==> src/rtl/nibble_add_seq_if.sv <==
// Host-side bundle for nibble_add_seq: start request, operands, and result/handshake.
// The master drives the request side and the slave (the sequencer) drives the results.
interface nibble_add_seq_if #(
    parameter int NIBBLES = 4
);
    localparam int W = 4 * NIBBLES;

    logic         start;
    logic         cin;
    logic         sub;
    logic [W-1:0] a;
    logic [W-1:0] b;
    logic         busy;
    logic         done;
    logic [W-1:0] sum;
    logic         cout;
    logic         ovf;

    modport master (
        output start, cin, sub, a, b,
        input  busy, done, sum, cout, ovf
    );

    modport slave (
        input  start, cin, sub, a, b,
        output busy, done, sum, cout, ovf
    );
endinterface

==> src/rtl/nibble_add_seq.sv <==
// Multi-precision adder that steps one nibble per cycle through a shared 4-bit ripple adder.
// Optional subtract support is enabled by defining NIBBLE_ADD_SEQ_SUB_EN; NIBBLES must be 2..8.
module nibble_add_seq #(
    parameter int NIBBLES = 4
) (
    input  logic                clk,
    input  logic                rst_n,
    input  logic                ena,
    nibble_add_seq_if.slave     bus
);
    localparam int W  = 4 * NIBBLES;
    localparam int IW = $clog2(NIBBLES);
    localparam logic [IW-1:0] LAST_IDX = IW'(NIBBLES - 1);

    typedef enum logic [1:0] {
        IDLE = 2'd0,
        RUN  = 2'd1,
        DONE = 2'd2
    } state_t;

    state_t        state_q, state_d;
    logic [IW-1:0] idx_q, idx_d;
    logic          carry_q, carry_d;
    logic [W-1:0]  opA_q, opA_d;
    logic [W-1:0]  opB_q, opB_d;
    logic [W-1:0]  sum_q, sum_d;
    logic          cout_q, cout_d;
    logic          ovf_q, ovf_d;

    logic [W-1:0]  bEff;
    logic          cInit;

`ifdef NIBBLE_ADD_SEQ_SUB_EN
    // Subtraction is A + ~B + 1, so the latched B is already inverted.
    assign bEff  = bus.sub ? ~bus.b : bus.b;
    assign cInit = bus.sub | bus.cin;
`else
    logic unusedSub;
    assign unusedSub = bus.sub;
    assign bEff      = bus.b;
    assign cInit     = bus.cin;
`endif

    logic [IW+1:0] bitBase;
    logic [3:0]    nibA;
    logic [3:0]    nibB;
    logic [3:0]    nibS;
    logic [4:0]    carryChain;

    assign bitBase       = {idx_q, 2'b00};
    assign nibA          = opA_q[bitBase +: 4];
    assign nibB          = opB_q[bitBase +: 4];
    assign carryChain[0] = carry_q;

    // Four 1-bit full-adder cells rippling the registered carry through the nibble.
    for (genvar k = 0; k < 4; k++) begin : g_fullAdder
        assign nibS[k]         = nibA[k] ^ nibB[k] ^ carryChain[k];
        assign carryChain[k+1] = (nibA[k] & nibB[k]) | (carryChain[k] & (nibA[k] ^ nibB[k]));
    end

    always_comb begin
        state_d = state_q;
        idx_d   = idx_q;
        carry_d = carry_q;
        opA_d   = opA_q;
        opB_d   = opB_q;
        sum_d   = sum_q;
        cout_d  = cout_q;
        ovf_d   = ovf_q;

        case (state_q)
            IDLE: begin
                if (bus.start) begin
                    opA_d   = bus.a;
                    opB_d   = bEff;
                    carry_d = cInit;
                    idx_d   = '0;
                    sum_d   = '0;
                    state_d = RUN;
                end
            end
            RUN: begin
                sum_d[bitBase +: 4] = nibS;
                carry_d             = carryChain[4];
                idx_d               = idx_q + 1'b1;
                if (idx_q == LAST_IDX) begin
                    cout_d  = carryChain[4];
                    ovf_d   = (opA_q[W-1] == opB_q[W-1]) && (nibS[3] != opA_q[W-1]);
                    idx_d   = '0;
                    state_d = DONE;
                end
            end
            DONE: begin
                state_d = IDLE;
            end
            default: begin
                state_d = IDLE;
            end
        endcase
    end

    // ena low freezes every register, so a stalled operation resumes exactly where it stopped.
    always_ff @(posedge clk or negedge rst_n) begin
        if (!rst_n) begin
            state_q <= IDLE;
            idx_q   <= '0;
            carry_q <= 1'b0;
            opA_q   <= '0;
            opB_q   <= '0;
            sum_q   <= '0;
            cout_q  <= 1'b0;
            ovf_q   <= 1'b0;
        end else if (ena) begin
            state_q <= state_d;
            idx_q   <= idx_d;
            carry_q <= carry_d;
            opA_q   <= opA_d;
            opB_q   <= opB_d;
            sum_q   <= sum_d;
            cout_q  <= cout_d;
            ovf_q   <= ovf_d;
        end
    end

    assign bus.busy = (state_q != IDLE);
    assign bus.done = (state_q == DONE);
    assign bus.sum  = sum_q;
    assign bus.cout = cout_q;
    assign bus.ovf  = ovf_q;
endmodule

==> src/flat_wrapper.sv <==
// flat-port wrapper written by rule: the top's interface ports become plain ports
module nibble_add_seq_flat 
#(
    parameter int NIBBLES = 4
)
  (clk, rst_n, ena, bus_start, bus_cin, bus_sub, bus_a, bus_b, bus_busy, bus_done, bus_sum, bus_cout, bus_ovf);
  nibble_add_seq_if #(.NIBBLES(NIBBLES)) bus_i ();
  input  logic clk;
  input  logic rst_n;
  input  logic ena;
  input wire logic [$bits(bus_i.start)-1:0] bus_start;
  input wire logic [$bits(bus_i.cin)-1:0] bus_cin;
  input wire logic [$bits(bus_i.sub)-1:0] bus_sub;
  input wire logic [$bits(bus_i.a)-1:0] bus_a;
  input wire logic [$bits(bus_i.b)-1:0] bus_b;
  output wire logic [$bits(bus_i.busy)-1:0] bus_busy;
  output wire logic [$bits(bus_i.done)-1:0] bus_done;
  output wire logic [$bits(bus_i.sum)-1:0] bus_sum;
  output wire logic [$bits(bus_i.cout)-1:0] bus_cout;
  output wire logic [$bits(bus_i.ovf)-1:0] bus_ovf;
  assign bus_i.start = bus_start;
  assign bus_i.cin = bus_cin;
  assign bus_i.sub = bus_sub;
  assign bus_i.a = bus_a;
  assign bus_i.b = bus_b;
  assign bus_busy = bus_i.busy;
  assign bus_done = bus_i.done;
  assign bus_sum = bus_i.sum;
  assign bus_cout = bus_i.cout;
  assign bus_ovf = bus_i.ovf;
  nibble_add_seq #(.NIBBLES(NIBBLES)) u_core (.clk(clk), .rst_n(rst_n), .ena(ena), .bus(bus_i));
endmodule
==> config.mk <==
export PLATFORM = sky130hd
export DESIGN_NAME = nibble_add_seq_flat
export DESIGN_NICKNAME = d
export VERILOG_FILES = /design/src/rtl/nibble_add_seq_if.sv /design/src/rtl/nibble_add_seq.sv /design/src/flat_wrapper.sv
export SDC_FILE = /design/constraint.sdc
export NUM_CORES = 1
export LEC_CHECK = 0
export ABC_AREA = 1
export CORE_ASPECT_RATIO = 2
export CORE_MARGIN = 2
export CORE_UTILIZATION = 50
export CTS_CLUSTER_DIAMETER = 80
export CTS_CLUSTER_SIZE = 10
export DETAILED_ROUTE_END_ITERATION = 16
export GPL_ROUTABILITY_DRIVEN = 1
export HOLD_SLACK_MARGIN = 0.08
export PLACE_DENSITY = 0.82
export REMOVE_ABC_BUFFERS = 1
export SYNTH_ARGS = -nofsm -noshare
export SYNTH_HDL_FRONTEND = slang
export SYNTH_SLANG_ARGS = --single-unit
==> constraint.sdc <==
create_clock -name clk -period 8.6 [get_ports clk]
set_clock_uncertainty 0.1 [all_clocks]
set_input_delay 1.72 -clock clk [delete_from_list [all_inputs] [get_ports clk]]
set_output_delay 1.72 -clock clk [all_outputs]
set_load 0.02 [all_outputs]
[After elaboration in Yosys (flattened, before gate mapping)]
Index checks and enable logic that the tools add are counted.
Operators by class
  $add $sub $neg: 2
  equal/unequal tests: 7
  shift operators: 4
  multiplexer cells: 11
  bitwise gates (word level): 20
  reductions and logical operators: 8
Operator list (number)
  $pmux 16 s2: 1
  $shiftx 16x5->4: 2
  $bwmux 16: 1
  $mux 16: 1
  $shift 4x6->16 const A: 1
  $shiftx 4x6->16: 1
  $reduce_and 3->1: 4
  $and 1x1->1: 8
  $mux 2: 4
  $pmux 2 s2: 2
  $xor 1x1->1: 8
  $neg 4->6: 1
  $eq 2x2->1 const B: 2
  $or 1x1->1: 4
  $reduce_bool 2->1: 2
  $add 2x1->2 const B: 1
  $eq 2x1->1 const B: 1
  $logic_not 2->1: 1
  $ne 2x1->1 const B: 1
  $ne 2x2->1 const B: 1
  $pmux 1 s2: 1
  $eq 1x1->1: 1
  $logic_and 1x1->1: 1
  $mux 1: 1
  $ne 1x1->1: 1
Word-level totals
  register bits after elaboration: 55
  bits of input ports: 38
  word-level logic and storage cells: 60

[Logic depth before layout (Yosys ltp)]
Gate-level depths: netlist (run 1).
  depth after elaboration: 12
  mapped depth: 14
  mapped depth without buffers: 14

[Least setup slack after synthesis (run 1)]
OpenSTA, ideal clock, no wires.
  path kind: register to register
  start point: register u_core.idx_q[0]
  end point: register u_core.ovf_q, in the netlist u_core.bus.ovf
  library setup time: 0.077 ns
  data arrival time: 2.834 ns
  required time: 8.423 ns
  setup slack: 5.589 ns
  stages on the path, launching flop included: 15
  path buffers: 1
  period minus slack after synthesis: 3.011 ns
  cell sequence: dfrtp_1 -> clkbuf_1 -> o21ai_0 -> o22a_1 -> fa_1 -> inv_1 -> fa_1 -> inv_1 -> fa_1 -> inv_1 -> fa_1 -> nor2_1 -> nand2_1 -> and2_0 -> o21ai_1
Between the ends
  word-level cells in the longest chain between the ends: 11
  elaborated cells on any way between the ends: 20
  those cells by class: 2 x eq/ne; 2 x shift; 14 x bitwise; 2 x reduce/logical
Ends and longest elaborated chain
  start: declaration: RTL line nibble_add_seq.sv:22  | logic [IW-1:0] idx_q, idx_d;
  start signal: assignment: RTL line nibble_add_seq.sv:115  | idx_q <= idx_d;
  $shiftx 16x5->4, on equally long branches: RTL line nibble_add_seq.sv:51, nibble_add_seq.sv:52
  $xor 1x1->1: RTL line nibble_add_seq.sv:58  | assign carryChain[k+1] = (nibA[k] & nibB[k]) | (carryChain[k] & (nibA[k] ^ nibB[k]));
  $and 1x1->1: RTL line nibble_add_seq.sv:58
  $or 1x1->1: RTL line nibble_add_seq.sv:58
  $and 1x1->1: RTL line nibble_add_seq.sv:58
  $or 1x1->1: RTL line nibble_add_seq.sv:58
  $and 1x1->1: RTL line nibble_add_seq.sv:58
  $or 1x1->1: RTL line nibble_add_seq.sv:58
  $xor 1x1->1: RTL line nibble_add_seq.sv:57  | assign nibS[k] = nibA[k] ^ nibB[k] ^ carryChain[k];
  $ne 1x1->1: RTL line nibble_add_seq.sv:88  | ovf_d = (opA_q[W-1] == opB_q[W-1]) && (nibS[3] != opA_q[W-1]);
  $logic_and 1x1->1: RTL line nibble_add_seq.sv:88
  end signal: assignment: RTL line nibble_add_seq.sv:121  | ovf_q <= ovf_d;
  end: declaration: RTL line nibble_add_seq.sv:28  | logic ovf_q, ovf_d;
Parallel ways exist; a longest one is shown, timed or not.
A chain may end at the register's enable or synchronous reset.

[Worst setup path in the final report (run 1)]
Ends and elaborated chain as after synthesis.

==> flow_metrics.tcl, run 1 <==
set metrics [dict create \
    synth_seq_area_share 0.508 \
    place.gp.congestion 0.844 \
    critical_path_startpoint "u_core.idx_q[0]" \
    worstPathMaxFanout 25 \
    vdd_ir_max_mv 0.253 \
    cts-root-to-sink-buffers 2 \
    largest_net_degree_at_the_start_of_global_routing 56 \
    drive_above_1_share 0.0483 \
    cts-buffers-inserted 5 \
    htreeDepth 2 \
    cts-resized-gates 0 \
    layout-area-overhead-vs-synth_pct 25.4 \
    chipHeight_um 108 \
    setup.worst_path.start_class "flip-flop" \
    rr_worst_depth 13 \
    synthesis.instances 340 \
    synth.ff_latch_count 55 \
    postSynthAreaPerCell_um2 7.97 \
    insertedDiodeCount 0 \
    grt_antenna_before_repair 0 \
    drt_iter0_markers 96 \
    synth-edff-count 0 \
    final_min_period_over_clock_period 0.486 \
    yosys_warnings 0 \
    final-seq-area_mm2 0.00138 \
    timing.final.crit_period_ns 4.18 \
    grt_pass1_wl_um 10700 \
    clkLatencyLatePin_ns 0.32 \
    cp-endpoint "u_core.bus.ovf" \
    ios 58 \
    ys_types 24 \
    effective_utilization_at_floorplan 0.509 \
    setup_viol 0 \
    syn-cell-area_mm2 0.00271 \
    worstMarginPinSlew_ns 0.773 \
    totalPowerFinal_mw 1.24 \
    drv_cap 0 \
    hold_viol_final 0 \
    crit_type "flip-flop to flip-flop" \
    grt_pass1_vias 2353 \
    pwr_density_cell_mw_per_mm2 366 \
    remaining_drc_errors 0 \
    avgRoutedWirePerCell_um 13.4 \
    clock_sinks 55 \
    grt_use_total 0.224 \
    cts_hold_repair.buffers 0 \
    final.setup.tns_ns 0 \
    clock_tree_root_buffer_cell "clkbuf_8" \
    cts_tree "built" \
    cts.repair_timing.setup_buffer_count 0 \
    filler_cell_count 507 \
    timing.critical_path.arrival_ns 4.33 \
    final_nets 438 \
    fp-row-count 38 \
    post-dp-hpwl_um 4190 \
    cts_clk_pin_slew_worst_paths_ns 0.09 \
    critical_path.reg2reg.startpoint "u_core.idx_q[0]" \
    drt_first_pass_iters 4 \
    grt_overflow_total 0 \
    fmax_mhz 239 \
    route.detailed.vias_per_inst 5.24 \
    asr_flop_ratio_synth 1.00 \
    placeableCoreArea_mm2 0.00533 \
    dieWidth_um 56.1 \
    critical_path_required_ns 8.75 \
    p_leak_nw 1.68 \
    setup_repair_after_global_routing_missed_its_margin "false" \
    number_of_port_buffers 56 \
    critical_path.endpoint_type "flip-flop" \
    outcome "finished clean" \
    footprint_of_the_multi_input_gates_mm2 0.00121 \
    finalWirelength_um 6090 \
    antenna_left 0 \
    synthFlopType "dfrtp_1" \
    ff2ff_setup_slack_ns 4.42 \
    remaining_max_slew_budget_at_the_tightest_pin 0.485 \
    worstHoldPathType "flip-flop to flip-flop" \
    final-max-slew-violation-count 0 \
    reg2reg_to "u_core.bus.ovf" \
    dr_total_vias 2373 \
    floorplan.die_area_mm2 0.00606 \
]
==> synth_stat cells (all sizes together), types with 3 or more instances <==
cell | instances | area, µm²
a21oi | 3 | 15.0
buf | 4 | 22.5
clkbuf | 9 | 33.8
clkinv | 3 | 11.3
dfrtp | 55 | 1380
fa | 4 | 80.1
ha | 4 | 50.1
inv | 16 | 60.1
nand2 | 117 | 447
nand3 | 51 | 255
nor2 | 34 | 133
nor3 | 4 | 20.0
o21ai | 23 | 115
o22a | 4 | 35.0
o22ai | 4 | 25.0
==> through the flow <==
step / instance area, µm² / util / setup WS, ns / hold slack (ns) / std cells
floorplan: 2660 / - / 5.25 / 0.337 / 327
global placement: 3300 / 0.620 / 4.31 / 0.349 / 445
detailed placement: 3300 / 0.620 / 4.24 / 0.355 / 445
CTS: 3400 / 0.639 / 4.41 / 0.378 / 453
global route: 3400 / 0.639 / 3.94 / 0.400 / 453
finish: 3400 / 0.639 / 4.42 / 0.377 / 453
==> routing by layer <==
layer,vias to the layer above,part of all wire,GRT usage
met5,-,0,0
li1,1200,-,-
met1,1098,0.42,0.287
met3,7,0.045,0.0455
met4,0,0.014,0.0799
met2,68,0.52,0.376
==> worst min-delay path by stage <==
| stage | from | end | cells past startpoint |
|---|---|---|---|
| final | u_core.opB_q[6] | u_core.opB_q[6] | 2 |
| after global routing | u_core.opA_q[9] | u_core.opA_q[9] | 2 |
| after CTS | u_core.opB_q[6] | u_core.opB_q[6] | 2 |
| after detailed placement | u_core.opB_q[6] | u_core.opB_q[6] | 2 |
| after global placement | u_core.opB_q[9] | u_core.opB_q[9] | 2 |
| after floorplan | u_core.opA_q[10] | u_core.opA_q[10] | 2 |
==> cells by family after synthesis <==
kind of cell,count (synthesis),share of synthesized area
and+or+nand+nor,210,0.324
adders and majority gates,8,0.0480
AOI/OAI and AO/OA,35,0.0729
DFF,55,0.508
buffers and inverters,32,0.0471
==> power by group <==
| part | total, mW | switching [mW] | internal, mW |
|---|---|---|---|
| clock | 0.157 | 0.0830 | 0.0737 |
| sequential | 0.444 | 0.0817 | 0.362 |
| combinational | 0.644 | 0.405 | 0.239 |
| total | 1.24 | 0.570 | 0.675 |
==> registers in the layout (all words and copies together) (netlist names) <==
name,count
u_core.idx_q,2
u_core.state_q,2
u_core.bus.ovf,1
u_core.opB_q,16
u_core.bus.sum,16
u_core.bus.cout,1
u_core.carry_q,1
u_core.opA_q,16
==> cell usage in the layout, fill, tap and decap left out, types with 2 or more instances in the layout <==
| master | instances |
|---|---|
| nand3_1 | 51 |
| o21ai_1 | 4 |
| ha_1 | 4 |
| nand2_1 | 114 |
| clkbuf_8 | 7 |
| fa_1 | 4 |
| nand2_2 | 3 |
| inv_1 | 12 |
| a21oi_1 | 3 |
| nor2_1 | 32 |
| nor2_2 | 2 |
| nand4_1 | 2 |
| clkdlybuf4s50_1 | 55 |
| o22a_1 | 4 |
| nor3_1 | 4 |
| buf_4 | 2 |
| o22ai_1 | 4 |
| clkinv_1 | 3 |
| inv_2 | 4 |
| dfrtp_1 | 55 |
| o21ai_0 | 19 |
==> critical path: stages, from the launching register on <==
cell	delay, ns
dfrtp_1	0.85
clkinv_1	0.68
o21ai_0	0.41
o22a_1	0.20
fa_1	0.17
inv_1	0.05
fa_1	0.35
inv_1	0.07
fa_1	0.16
inv_1	0.05
fa_1	0.60
nand3_1	0.12
and2_0	0.18
o21ai_1	0.11
==> cell type report <==
cell class,count,area share
multi-input cells,253,0.355
flip-flops and latches,55,0.405
clock buffers,8,0.0294
repair buffers,58,0.168
inverters,19,0.0210
well taps,60,0.0221
No activity file was read; power rests on OpenSTA's default activity.
==> inputs of run 2 (changes only) <==
Settings changed: CORE_UTILIZATION 50 to 46, PLACE_DENSITY 0.82 to 0.79.
Clock period 8.6 ns to 3.4 ns, I/O delays scaled along.
==> run 2 against run 1 <==
Setup slack lost 4.1 ns. Combinational power grew to 2.7 times the previous value. Core utilization shrank 2.5 points. Sequential share of layout area shrank 1.2 points. Sequential power grew 150%. Non-clock buffer count grew 6. Wire length shrank 1.2%. Via count grew 3.2%. Fmax grew 34%.
==> flow_metrics.tcl, run 2 (synthesis results as in run 1) <==
set metrics [dict create \
    critical_path_required_ns 3.52 \
    largest_net_degree_at_the_start_of_global_routing 36 \
    placeableCoreArea_mm2 0.00571 \
    most-common-layout-cells "nand2_1, clkdlybuf4s50_1, dfrtp_1" \
    hold_ws_ns 0.361 \
    fmax_mhz 321 \
    remaining_drc_errors 0 \
    cts.repair_timing.setup_buffer_count 0 \
    final_min_period_over_clock_period 0.917 \
    worstHoldPathType "primary input to asynchronous set/reset pin" \
    finalWirelength_um 6020 \
    cts_clk_pin_slew_worst_paths_ns 0.07 \
    grt_pass1_vias 2346 \
    final-seq-area_mm2 0.00138 \
    insertedDiodeCount 0 \
    layout-area-overhead-vs-synth_pct 29.2 \
    final-max-slew-violation-count 0 \
    cts-root-to-sink-buffers 2 \
    critical_path.endpoint_type "flip-flop" \
    timing.final.crit_period_ns 3.12 \
    footprint_of_the_multi_input_gates_mm2 0.00121 \
    drive_above_1_share 0.0627 \
    critical_path.slowest_cell "fa_1" \
    critical_path.cell_chain "clkinv_1 > nor2_1 > o22a_1 > fa_1 > inv_1 > fa_1 > inv_1 > fa_1 > inv_1 > fa_1 > nor2_1 > nand2_1 > and2_0 > o21ai_1" \
    dr_total_vias 2449 \
    cts-buffers-inserted 5 \
    drt_iter0_markers 98 \
    setup_repair_after_global_routing_missed_its_margin "false" \
    ios 58 \
    most_common_cell_after_layout_fill_and_taps_aside "nand2_1" \
    clock_sinks 55 \
    final_nets 444 \
    worst_path_largest_cell_delay_ns 0.51 \
    remaining_max_slew_budget_at_the_tightest_pin 0.488 \
    setup_viol 0 \
    hold_viol_final 0 \
    antenna_left 0 \
    cts_tree "built" \
    critical-path-top-cell-by-count "fa_1" \
    htreeDepth 2 \
    cts-resized-gates 0 \
    dieWidth_um 58.3 \
    place.gp.congestion 0.888 \
    drt_first_pass_iters 4 \
    setup.worst_path.start_class "flip-flop" \
    grt_antenna_before_repair 0 \
    drv_cap 0 \
    pwr_density_cell_mw_per_mm2 958 \
    timing.critical_path.arrival_ns 3.24 \
    final.setup.tns_ns 0 \
    number_of_port_buffers 56 \
    post-dp-hpwl_um 4530 \
    effective_utilization_at_floorplan 0.475 \
    floorplan.die_area_mm2 0.00656 \
    vdd_ir_max_mv 0.677 \
    worstMarginPinSlew_ns 0.768 \
    clkLatencyLatePin_ns 0.29 \
    grt_use_total 0.201 \
    grt_pass1_wl_um 10200 \
    chipHeight_um 113 \
    filler_cell_count 503 \
    worstPathMaxFanout 8 \
    grt_overflow_total 0 \
    fp-row-count 39 \
    outcome "finished clean" \
    final_core_utilization 0.614 \
    cts_hold_repair.buffers 0 \
    route.detailed.vias_per_inst 5.32 \
    clock_tree_root_buffer_cell "clkbuf_16" \
    crit_type "flip-flop to flip-flop" \
    avgRoutedWirePerCell_um 13.1 \
    p_leak_nw 1.73 \
]
## run 2: cell types whose count changed in the layout (fill, tap and decap cells not counted), sizes merged
cell,change
buf,+6
## run 2: layout make-up
class                   instances  share of cell area
well taps                      61              0.0218
flip-flops and latches         55               0.393
inverters                      19              0.0204
clock buffers                   8              0.0446
multi-input cells             253               0.345
repair buffers                 64               0.176
## run 2: path summary, 6_finish.rpt
| path | slack (ns) | cells after the start | start | end |
|---|---|---|---|---|
| min in group clk | 0.37 | 2 | u_core.opB_q[9] | u_core.opB_q[9] |
| max reg2reg | 0.28 | 14 | u_core.idx_q[0] | u_core.bus.ovf |
| min reg2reg | 0.37 | 2 | u_core.opB_q[9] | u_core.opB_q[9] |
| max | 0.28 | 14 | u_core.idx_q[0] | u_core.bus.ovf |
| min | 0.36 | 1 | rst_n | u_core.opB_q[4] |
| max in group asynchronous | 2.07 | 2 | rst_n | u_core.opA_q[2] |
## run 2: per-stage QoR
stage / area [µm²] / total power [mW] / setup slack (ns) / std cells
2_1_floorplan: 2660 / 2.21 / 0.0482 / 327
3_3_place_gp: 3350 / 2.79 / 0.332 / 452
3_5_place_dp: 3350 / 2.83 / 0.268 / 452
4_1_cts: 3500 / 3.37 / 0.258 / 460
5_1_grt: 3500 / 3.63 / 0.0410 / 460
6_report: 3500 / 3.36 / 0.283 / 460
## run 2: report_power, final
part	internal, mW	switching, mW
Combinational	0.636	1.11
Clock	0.314	0.213
Sequential	0.919	0.168
## run 2: metal layers
metal / global-route usage / share of wire
met5: 0 / 0
met4: 0.0744 / 0.020
met3: 0.0311 / 0.035
met2: 0.369 / 0.58
met1: 0.222 / 0.36
## run 2: worst max-delay path, delay by kind of cell (launching register included)
kind	cells	cell delay (ns)
buffers and inverters	4	0.33
flip-flops	1	0.46
AND/OR/NAND/NOR	4	0.40
AO/OA/AOI/OAI	2	0.33
adder cells (fa/ha/maj)	4	1.43
